<file path="config.mk">
export PLATFORM = sky130hd
export DESIGN_NAME = noc_rr_arb_mux
export DESIGN_NICKNAME = d
export VERILOG_FILES = /design/src/rtl/noc_rr_arb_mux.sv
export SDC_FILE = /design/constraint.sdc
export NUM_CORES = 1
export LEC_CHECK = 0
export ABC_AREA = 1
export BUFFER_PORTS_ARGS = -buffer_cell sky130_fd_sc_hd__buf_2
export CAP_MARGIN = 20
export CORE_MARGIN = 3
export CORE_UTILIZATION = 43
export CTS_CLUSTER_SIZE = 14
export DETAILED_ROUTE_END_ITERATION = 6
export GPL_TIMING_DRIVEN = 0
export HOLD_SLACK_MARGIN = 0.06
export MAX_ROUTING_LAYER = met4
export PLACE_DENSITY = 0.82
export SLEW_MARGIN = 10
export SYNTH_ARGS = -nofsm -noshare
export SYNTH_HDL_FRONTEND = slang
export SYNTH_SLANG_ARGS = --single-unit
</file>
<file path="constraint.sdc">
create_clock -name clk -period 2.6 [get_ports clk]
set_input_delay 0.52 -clock clk [delete_from_list [all_inputs] [get_ports clk]]
set_output_delay 0.52 -clock clk [all_outputs]
set_load 0.005 [all_outputs]
</file>
<file path="src/rtl/noc_rr_arb_mux.sv">
// noc_rr_arb_mux: N-to-1 round-robin arbiter, one-hot AND-OR mux and one-entry output register (1-cycle latency).
// Inputs stall (in_ready=0) while an unaccepted flit is held; NOC_ARB_PKT_LOCK_EN holds the grant head-to-tail.
module noc_rr_arb_mux #(
  parameter int N         = 5,
  parameter int DataWidth = 32
) (
  input  logic                        clk,
  input  logic                        rst,
  input  logic [N-1:0]                in_valid,
  input  logic [N-1:0][DataWidth-1:0] in_data,
  input  logic [N-1:0]                in_last,
  output logic [N-1:0]                in_ready,
  output logic                        out_valid,
  output logic [DataWidth-1:0]        out_data,
  output logic                        out_last,
  output logic [N-1:0]                out_src,
  input  logic                        out_ready
);
  localparam int PtrW = (N > 1) ? $clog2(N) : 1;
  localparam logic [PtrW-1:0] LastIdx = PtrW'(N - 1);

  logic [PtrW-1:0]      ptr;
  logic [PtrW-1:0]      ptr_next;
  logic [PtrW-1:0]      grant_idx;
  logic [N-1:0]         arb_grant;
  logic [N-1:0]         grant;
  logic                 arb_found;
  logic                 load_ok;
  logic                 in_hs;
  logic [DataWidth-1:0] mux_data;
  logic                 mux_last;

  assign load_ok = !out_valid || out_ready;
  assign in_ready = rst ? '0 : (grant & {N{load_ok}});
  assign in_hs = |(in_valid & in_ready);

  // Two-pass scan: channels at or above ptr first, then the wrapped-around ones below it.
  always_comb begin
    arb_found = 1'b0;
    arb_grant = '0;
    for (int i = 0; i < N; i++) begin
      if (!arb_found && in_valid[i] && (PtrW'(i) >= ptr)) begin
        arb_grant[i] = 1'b1;
        arb_found    = 1'b1;
      end
    end
    for (int i = 0; i < N; i++) begin
      if (!arb_found && in_valid[i] && (PtrW'(i) < ptr)) begin
        arb_grant[i] = 1'b1;
        arb_found    = 1'b1;
      end
    end
  end

  always_comb begin
    grant_idx = '0;
    mux_data  = '0;
    mux_last  = 1'b0;
    for (int i = 0; i < N; i++) begin
      if (grant[i]) grant_idx = PtrW'(i);
      mux_data = mux_data | (in_data[i] & {DataWidth{grant[i]}});
      mux_last = mux_last | (in_last[i] & grant[i]);
    end
  end

  assign ptr_next = (grant_idx == LastIdx) ? '0 : (grant_idx + PtrW'(1));

`ifdef NOC_ARB_PKT_LOCK_EN
  localparam logic [0:0] IDLE   = 1'b0;
  localparam logic [0:0] LOCKED = 1'b1;

  logic [0:0]   state;
  logic [N-1:0] lock;

  // While LOCKED the grant is pinned even if the locked channel is momentarily idle.
  assign grant = (state == LOCKED) ? lock : arb_grant;

  always_ff @(posedge clk or posedge rst) begin
    if (rst) begin
      state <= IDLE;
      lock  <= '0;
      ptr   <= '0;
    end else if (in_hs) begin
      if (state == IDLE) begin
        ptr <= ptr_next;
        if (!mux_last) begin
          state <= LOCKED;
          lock  <= grant;
        end
      end else if (mux_last) begin
        state <= IDLE;
      end
    end
  end
`else
  assign grant = arb_grant;

  always_ff @(posedge clk or posedge rst) begin
    if (rst) begin
      ptr <= '0;
    end else if (in_hs) begin
      ptr <= ptr_next;
    end
  end
`endif

  always_ff @(posedge clk or posedge rst) begin
    if (rst) begin
      out_valid <= 1'b0;
      out_data  <= '0;
      out_last  <= 1'b0;
      out_src   <= '0;
    end else if (in_hs) begin
      out_valid <= 1'b1;
      out_data  <= mux_data;
      out_last  <= mux_last;
      out_src   <= grant;
    end else if (out_valid && out_ready) begin
      out_valid <= 1'b0;
    end
  end

endmodule

</file>
==> results.toml <==
[place]
portBuffers = 215
place_area_um2 = 4592
dp_hpwl_um = 9847
gp_congestion = 1.029
dp.cells = 873

[yosys]
synth_compound_area_share_pct = 5.987
synth_top_family_by_area = "simple AND/OR/NAND/NOR gates"
synth_simple_gate_area_share_pct = 50.91
synthDistinctLibCells = 24
synth_top_cell_area_share_pct = 31.24
ys_seq_area_share_pct = 31.24
syn_inst = 558
synth_area_leaders = "dfrtp_1 31%, nand2_1 24%, nand3_1 11%, nand4_1 8.2%, inv_1 5.7%"
synth-seq-cells = 42
synth_adder_area_share_pct = 0.7438
yosys_warnings = 0
synth_commonest_cells = "216 x nand2_1, 73 x nand3_1, 51 x inv_1"
synth_flop_cell = "dfrtp_1"
synth_edf_count = 0
synthArstFlopShare_pct = 100.0
muxShareOfSynthArea_pct = 0
syn_area_um2 = 3364
synth_xor_area_share_pct = 0
yosys.area.top_type = "dfrtp_1"
synth_fp_nets = 733
avgSynthCellArea_um2 = 6.030
yosysMostFrequentCell = "nand2_1"

[route]
wl_um = 12580
route.detailed.drc = 0
routedWlPerCell_um = 14.13
ant_nets = 0
drt_iter0_drc = 293
firstDrtPassIters = 5
vias_per_cell = 5.161
num_vias = 4593

[power_and_ir_drop]
ir_drop_mv = 0.3959
p_per_area_nw_per_um2 = 942.6
leakage_nw = 2.927
finalPower_mw = 4.574

[worst_setup_path]
cp_slowest_stage_delay_ps = 440
crit_type = "flip-flop to output port"
path_max_fanout = 8
crit_slowest_cell = "dfrtp_2"
cp-start-kind = "flip-flop"
critPathTopFamily = "compound AO/OA/AOI/OAI gates"
rrSetupSlack_ps = 240
crit_arrival_ps = 2020
critPathRequiredTime_ps = 2080
cp-end-kind = "output port"
crit_chain = "a21oi_1 -> nand2_1 -> inv_2 -> nand3_1 -> a21oi_4 -> buf_2"
critPathBufInv = 2

[floorplan]
ios = 217
start_util_pct = 45.41
placementRows = 31
coreArea_um2 = 7408
die_x_um = 94.46
die_h_um = 94.46
dieArea_um2 = 8922

[grt]
grt_antenna_before_repair = 0
grt_max_degree = 24
grt_overflow_total = 0
grt_pass1_wl_um = 19220
grt_pass1_vias = 4229
grtUsageTotal_pct = 27.66

[layout]
instances_no_fill = 890
drive_gt1_share_pct = 34.51
nFillCells = 687
syn2layout_area_growth_pct = 44.22
nets = 965
final_util_pct = 65.50
antenna-diode-count = 0
fin_area_um2 = 4852

[cts]
clock-root-buffer = "clkbuf_8"
numCtsBuffers = 5
cts.path.max_buffers = 2
ctsHoldBuffers = 0
htree_levels = 2
clk_pin_slew_ps = 80
cts.sinks = 42
cts_tree = "yes"
clock_latency_ps = 300

[timing]
setup_tns_ps = 0
worst_pin_slew_ps = 573.4
setup_viol = 0
final-hold-violation-count = 0
timing.final.crit_share_pct = 97.54
post-route-min-period_ps = 2536
fin_worst_skew_ps = 6.160
fmax_mhz = 394.3
relSlewSlack_pct = 61.66
slew_violations = 0

[flow_run]
max-cap-violations = 0

[outcome]
status = "finished clean"

[min_path]
hold_class = "input pin to asynchronous set/reset pin"
## worst reg2reg max path, cell delays in order (launching register included)
cell and delay [ps]:
dfrtp_2 460, nor2_4 160, nand3_2 110, nand3_1 470, clkbuf_1 410, nand3_1 140, ha_1 210, ha_1 190
nand2_1 70, nand2_1 50
## worst paths after layout
| kind | start | depth (start not counted) | endpoint |
|---|---|---|---|
| max | ptr[1]$_DFFE_PP0P_ | 6 | in_ready[2] |
| min | rst | 2 | out_src[2]$_DFFE_PP0P_ |
| max reg2reg | ptr[2]$_DFFE_PP0P_ | 9 | ptr[2]$_DFFE_PP0P_ |
| min reg2reg | out_src[3]$_DFFE_PP0P_ | 2 | out_src[3]$_DFFE_PP0P_ |
| max in group asynchronous | rst | 3 | ptr[1]$_DFFE_PP0P_ |
| min in group clk | out_ready | 2 | out_valid$_DFFE_PP0P_ |
## registers in the layout, summed over array words and instances (netlist names)
signal / cells
ptr: 3
out_data: 32
out_valid: 1
out_src: 5
out_last: 1
## power breakdown
part / switching, mW / internal, mW / total (mW) / leakage (nW)
combinational: 1.76 / 1.14 / 2.90 / 2.34
sequential: 0.183 / 0.969 / 1.15 / 0.529
clock: 0.235 / 0.283 / 0.518 / 0.0579
total: 2.18 / 2.39 / 4.57 / 2.93
## per-stage QoR
step           hold WS, ps  worst slack, ps
4_1_cts              252.3           -8.733
2_1_floorplan        512.7            265.5
6_report             252.7            63.86
3_5_place_dp         509.9           -233.5
5_1_grt              288.5           -25.88
3_3_place_gp         498.5           -181.0
## kinds of logic after synthesis
| group | Yosys count |
|---|---|
| AOI/OAI and AO/OA | 38 |
| adders and majority gates | 2 |
| buffers and inverters | 90 |
| DFF | 42 |
| and+or+nand+nor | 386 |
## routing by layer
layer,track usage [%],vias to the layer above,share of wire (%)
met4,8.894,0,2.3
met2,47.34,220,50
met1,33.75,2076,41
li1,-,2273,-
met5,-,-,0
met3,3.745,24,7.4
## repair_timing
| action | CTS | global route |
|---|---|---|
| buffers inserted | 0 | 11 |
| resized for setup | 4 | 12 |
| endpoints found under the setup margin | 2 | 5 |
| pin swaps | 0 | 6 |
## cell type report
| type | instances | area, um^2 | area share (%) |
|---|---|---|---|
| plain buffers | 35 | 167.7 | 3.455 |
| clock buffers | 5 | 68.82 | 1.418 |
| clock inverters | 3 | 40.04 | 0.8252 |
| inverters | 53 | 198.9 | 4.100 |
| multi-input cells | 426 | 2013 | 41.49 |
| flip-flops and latches | 42 | 1054 | 21.71 |
| well taps | 99 | 123.9 | 2.553 |
| repair buffers | 227 | 1186 | 24.45 |
## cells in the final DEF, fill, tap and decap left out, drive strengths merged
cell type	count
dfrtp	42
buf	242
nor2	42
clkinv	2
ha	2
o21ai	2
nand3	76
o2111ai	1
bufinv	1
clkbuf	25
nor3	2
nand4	45
nand2	221
a21oi	35
inv	53
(Power assumes the default switching activity.)
